## config.mk

```make
export PLATFORM = sky130hd
export DESIGN_NAME = mul_div_seq
export DESIGN_NICKNAME = d
export VERILOG_FILES = /design/src/rtl/mul_div_seq.sv
export SDC_FILE = /design/constraint.sdc
export NUM_CORES = 1
export LEC_CHECK = 0
export BUFFER_PORTS_ARGS = -buffer_cell sky130_fd_sc_hd__buf_4
export CAP_MARGIN = 20
export CORE_ASPECT_RATIO = 0.8
export CORE_MARGIN = 1
export CORE_UTILIZATION = 29
export CTS_CLUSTER_DIAMETER = 30
export DETAILED_ROUTE_END_ITERATION = 8
export RECOVER_POWER = 25
export SLEW_MARGIN = 20
export SYNTH_ARGS = -nofsm -noshare
export SYNTH_HDL_FRONTEND = slang
export SYNTH_SLANG_ARGS = --single-unit
```

## constraint.sdc

```tcl
create_clock -name clk -period 3.1 [get_ports clk]
set_clock_uncertainty 0.05 [all_clocks]
set_input_delay 0.62 -clock clk [delete_from_list [all_inputs] [get_ports clk]]
set_output_delay 0.62 -clock clk [all_outputs]
set_load 0.005 [all_outputs]
```

## src/rtl/mul_div_seq.sv

```systemverilog
// Sequential RISC-V M-extension unit: one-bit-per-cycle shift-add multiply and
// restoring divide on operand magnitudes, followed by a single sign-fix cycle.
module mul_div_seq #(
  parameter int XLEN = 32
) (
  input  logic            clk,
  input  logic            rst_n,
  input  logic            start,
  input  logic [2:0]      funct3,
  input  logic [XLEN-1:0] op_a,
  input  logic [XLEN-1:0] op_b,
  input  logic            flush,
  output logic            busy,
  output logic            done,
  output logic [XLEN-1:0] result
);

  typedef enum logic [1:0] {
    IDLE = 2'd0,
    CALC = 2'd1,
    FIX  = 2'd2,
    DONE = 2'd3
  } state_e;

  localparam logic [5:0]      LAST_CNT = 6'(XLEN - 1);
  localparam logic [XLEN-1:0] INT_MIN  = {1'b1, {(XLEN-1){1'b0}}};

  state_e          state_q, state_d;
  logic [5:0]      cnt_q, cnt_d;
  logic [XLEN-1:0] hi_q, hi_d;
  logic [XLEN-1:0] lo_q, lo_d;
  logic [XLEN-1:0] oper_q, oper_d;
  logic [XLEN-1:0] result_q, result_d;
  logic [2:0]      funct3_q, funct3_d;
  logic            sign_a_q, sign_a_d;
  logic            sign_b_q, sign_b_d;

  logic            sgn_a_op_s, sgn_b_op_s, neg_a_s, neg_b_s;
  logic            div_zero_s, overflow_s, ge_s;
  logic [XLEN-1:0] mag_a_s, mag_b_s, quot_fix_s, rem_fix_s, fix_result_s;
  logic [XLEN:0]   sum_s, shifted_s, diff_s;
  logic [2*XLEN-1:0] prod_s, prod_fix_s;

  // Decode signedness and shortcut cases from the incoming request
  always_comb begin
    // MUL is treated as signed*signed; its low half is sign-agnostic anyway
    sgn_a_op_s = !((funct3 == 3'd3) || (funct3[2] && funct3[0]));
    sgn_b_op_s = (!funct3[2] && !funct3[1]) || (funct3[2] && !funct3[0]);
    neg_a_s    = sgn_a_op_s && op_a[XLEN-1];
    neg_b_s    = sgn_b_op_s && op_b[XLEN-1];
    mag_a_s    = neg_a_s ? -op_a : op_a;
    mag_b_s    = neg_b_s ? -op_b : op_b;
    div_zero_s = funct3[2] && (op_b == '0);
    overflow_s = funct3[2] && !funct3[0] && (op_a == INT_MIN) && (op_b == '1);
  end

  // Per-cycle datapath step and final sign correction
  always_comb begin
    sum_s      = {1'b0, hi_q} + (lo_q[0] ? {1'b0, oper_q} : {(XLEN+1){1'b0}});
    shifted_s  = {hi_q, lo_q[XLEN-1]};
    diff_s     = shifted_s - {1'b0, oper_q};
    ge_s       = !diff_s[XLEN];
    prod_s     = {hi_q, lo_q};
    prod_fix_s = (sign_a_q ^ sign_b_q) ? -prod_s : prod_s;
    quot_fix_s = (sign_a_q ^ sign_b_q) ? -lo_q : lo_q;
    rem_fix_s  = sign_a_q ? -hi_q : hi_q;
    case (funct3_q)
      3'd0:             fix_result_s = prod_fix_s[XLEN-1:0];
      3'd1, 3'd2, 3'd3: fix_result_s = prod_fix_s[2*XLEN-1:XLEN];
      3'd4, 3'd5:       fix_result_s = quot_fix_s;
      default:          fix_result_s = rem_fix_s;
    endcase
  end

  // Next-state and datapath register update
  always_comb begin
    state_d  = state_q;
    cnt_d    = cnt_q;
    hi_d     = hi_q;
    lo_d     = lo_q;
    oper_d   = oper_q;
    result_d = result_q;
    funct3_d = funct3_q;
    sign_a_d = sign_a_q;
    sign_b_d = sign_b_q;
    case (state_q)
      IDLE: begin
        if (start && !flush) begin
          funct3_d = funct3;
          sign_a_d = neg_a_s;
          sign_b_d = neg_b_s;
          cnt_d    = 6'd0;
          hi_d     = '0;
          if (div_zero_s) begin
            result_d = funct3[1] ? op_a : '1;
            state_d  = DONE;
          end else if (overflow_s) begin
            result_d = funct3[1] ? '0 : op_a;
            state_d  = DONE;
          end else begin
            // lo holds the multiplier (shifted out) or the dividend (shifted into hi)
            lo_d    = funct3[2] ? mag_a_s : mag_b_s;
            oper_d  = funct3[2] ? mag_b_s : mag_a_s;
            state_d = CALC;
          end
        end else begin
          state_d = IDLE;
        end
      end
      CALC: begin
        if (flush) begin
          state_d = IDLE;
        end else begin
          if (funct3_q[2]) begin
            hi_d = ge_s ? diff_s[XLEN-1:0] : shifted_s[XLEN-1:0];
            lo_d = {lo_q[XLEN-2:0], ge_s};
          end else begin
            hi_d = sum_s[XLEN:1];
            lo_d = {sum_s[0], lo_q[XLEN-1:1]};
          end
          if (cnt_q == LAST_CNT) begin
            state_d = FIX;
          end else begin
            cnt_d = cnt_q + 6'd1;
          end
        end
      end
      FIX: begin
        if (flush) begin
          state_d = IDLE;
        end else begin
          result_d = fix_result_s;
          state_d  = DONE;
        end
      end
      DONE:    state_d = IDLE;
      default: state_d = IDLE;
    endcase
  end

  // State, datapath and registered status outputs
  always_ff @(posedge clk or negedge rst_n) begin
    if (!rst_n) begin
      state_q  <= IDLE;
      cnt_q    <= 6'd0;
      hi_q     <= '0;
      lo_q     <= '0;
      oper_q   <= '0;
      result_q <= '0;
      funct3_q <= 3'd0;
      sign_a_q <= 1'b0;
      sign_b_q <= 1'b0;
      busy     <= 1'b0;
      done     <= 1'b0;
    end else begin
      state_q  <= state_d;
      cnt_q    <= cnt_d;
      hi_q     <= hi_d;
      lo_q     <= lo_d;
      oper_q   <= oper_d;
      result_q <= result_d;
      funct3_q <= funct3_d;
      sign_a_q <= sign_a_d;
      sign_b_q <= sign_b_d;
      busy     <= (state_d != IDLE);
      done     <= (state_d == DONE);
    end
  end

  assign result = result_q;

endmodule

```

==> run metrics <==
Post-DP HPWL about 57 mm; failing checks DRC, capacitance limit, slew limit, setup timing; largest net degree at the start of global routing roughly 120; Die X 260 µm; IO Pins approximately 110; Skew-Pair Late Insertion Delay around 0.46 ns; Worst R2R Start oper_q[0]; TritonCTS Buffers 17; gp weighted congestion 0.985; Root Buffer clkbuf_16; number of synthesized flops with an enable pin 0; first-pass GRT wire length around 110 mm; Ys Warns 0; TritonCTS clock tree built; Lkg Pwr 9.31 nW; crit path time final approximately 3.2 ns; synthesis-stage register bit count roughly 140; Post-DP Area 19700 µm²; Synth cell types 92; worst vdd ir 0.487 mV; Worst Setup Path Type flip-flop to flip-flop; DRT antenna net count 0; Net Count, Synth 2223; Final Slew Violations 55; Post-synth top flop dfrtp_1; DRC 2; syn avg cell area between 7 and 8 µm²; Vias ~18000; cell row count 75; gr ovfl total 0; setup tns final -0.832 ns; DIE HEIGHT around 210 µm; Synth Instances 2080; Tot GR Track Use 26.1%; Setup WS post-layout -0.0965 ns; critical path launch point type flip-flop; Worst EP required between 3 and 4 ns; Final Hold Viols 0; final period utilization 103%; Max-slew headroom -4.24%; ys async rst share 100%; PortBufs 104; Crit. Startpoint oper_q[0]; DIE AREA 54400 µm²; Core ar. around 53000 µm²; hold crit path type flip-flop to flip-flop; Crit. End Element flip-flop; Seq/Total Area, Yosys ~23%; power per cell area roughly 870 nW/µm²; CTS sink count ~140; Via density ~5.8; worst hold start oper_q[15]; final setup vio count 20; area grow syn2layout 39.4%; DRT Wirelength between 70 and 80 mm; crit path max fanout 4; Final #Nets approximately 2600; initial antenna violation count 0; RSZ-0062 raised after global routing yes; Max-Cap Viols 1; CTS Hold Bufs 0; Worst Max-Slew Pin Slew around 1.6 ns; leading cell type in the layout, fill and taps excluded buf_4; most frequent cells in the layout 508 x buf_4, 205 x nor2_1, 179 x nand2_1; TritonRoute pass-1 iters 7; max frequency between 300 and 400 MHz; DR WL/cell ~23 µm; number of global-route vias before repair between 15000 and 20000; layout cell share with drive strength beyond 1 around a third; Crit path arrival time 3.48 ns; Initial Util slightly below 30%; status finished with violations; mapped cell area approximately 16000 µm²; initial DRC count about 2100; maximum level of the CTS H-tree 4; post-route cell area around 22000 µm²; CTS clock-pin slew for the worst setup and hold paths ~0.08 ns; Longest Clk Path Bufs 2
## metal layers
metal	global-route usage, %	share of wire (%)
met1	39.1	45
met2	36.0	41
met3	5.63	10
met4	9.13	3.5
met5	0	0
## cell families (layout without fill, tap and decap cells)
kind of cell	Yosys count	in the layout	synth area share, %
xor gates and xnor gates	164	164	9.27
AOI/OAI and AO/OA	686	686	27.6
buffers and inverters	226	636	5.86
other	0	1	0
adders and majority gates	98	98	7.59
muxes	75	75	4.96
and+or+nand+nor	688	688	21.7
DFF	143	143	23.1
## cells in the mapped netlist (34+ instances only)
library cell  number  share of area (%)
nand4_1           34                1.4
o21ai_0          207                6.7
dfrtp_1          143                 23
xnor2_1           82                4.6
xor2_1            82                4.6
ha_1              70                5.7
nor3_1            66                2.1
nand2_1          182                4.4
clkbuf_1         125                3.0
mux2i_1           60                3.9
a21oi_1          191                6.2
inv_1             64                1.5
o31ai_1           45                2.2
nor2_1           220                5.3
## critical path: stages (launching register included)
cell and delay [ns]:
dfrtp_1 0.39, buf_6 0.13, ha_4 0.16, fa_2 0.39, nor2b_4 0.17, o31ai_4 0.08
a21oi_2 0.19, o21ai_2 0.10, a2111oi_4 0.43, nor3_4 0.10, nor2_4 0.27, mux2_4 0.33
a221o_1 0.30
## state kept, by name (all words and copies together), names as in the netlist
signal / cells
done: 1
cnt_q: 6
funct3_q: 3
sign_a_q: 1
state_q: 2
result: 32
busy: 1
oper_q: 32
lo_q: 32
hi_q: 32
sign_b_q: 1
## per-stage QoR
step / util, % / cells / hold slack, ns / setup WS [ns] / power [mW]
CTS: 39.7 / 3167 / 0.107 / -0.0501 / 17.5
global placement: 37.3 / 3115 / 0.415 / -0.691 / 14.4
finish: 41.0 / 3184 / 0.432 / -0.0965 / 18.9
floorplan: - / 2080 / 0.274 / -0.00715 / 9.33
detailed placement: 37.3 / 3115 / 0.420 / -0.566 / 14.5
global route: 41.0 / 3183 / 0.455 / -0.176 / 19.8
## power breakdown
group | switching (mW) | internal (mW) | total, mW
logic | 7.70 | 6.15 | 13.8
clock network | 0.998 | 1.07 | 2.07
registers | 0.614 | 2.35 | 2.97
## area by class of cell
type                            count  area, µm²
Multi-Input combinational cell   1711      12100
Inverter                           67        264
Sequential cell                   143       3580
Clock inverter                     15        140
Fill cell                        5250      31000
Timing Repair Buffer              537       4220
Tap cell                          693        867
Clock buffer                       17        425
Antenna cell                        1       2.50
## worst paths after layout
| check | endpoint | slack (ns) | depth (start not counted) |
|---|---|---|---|
| worst max-delay path | hi_q[29] | -0.1 | 12 |
| worst min-delay path | oper_q[15] | 0.43 | 2 |
| worst max register to register | hi_q[29] | -0.1 | 12 |
| worst min register to register | oper_q[15] | 0.43 | 2 |
| max in group asynchronous | lo_q[23] | 0.57 | 2 |
| min in group asynchronous | funct3_q[1] | 0.49 | 1 |
## timing repair
action / in CTS / in global routing
endpoints found under the setup margin: 36 / 52
gates cloned: 0 / 1
pin swaps: 51 / 86
resized for setup: 133 / 124
buffers inserted: 24 / 20
Note: power is estimated with default switching activity, not from simulation.
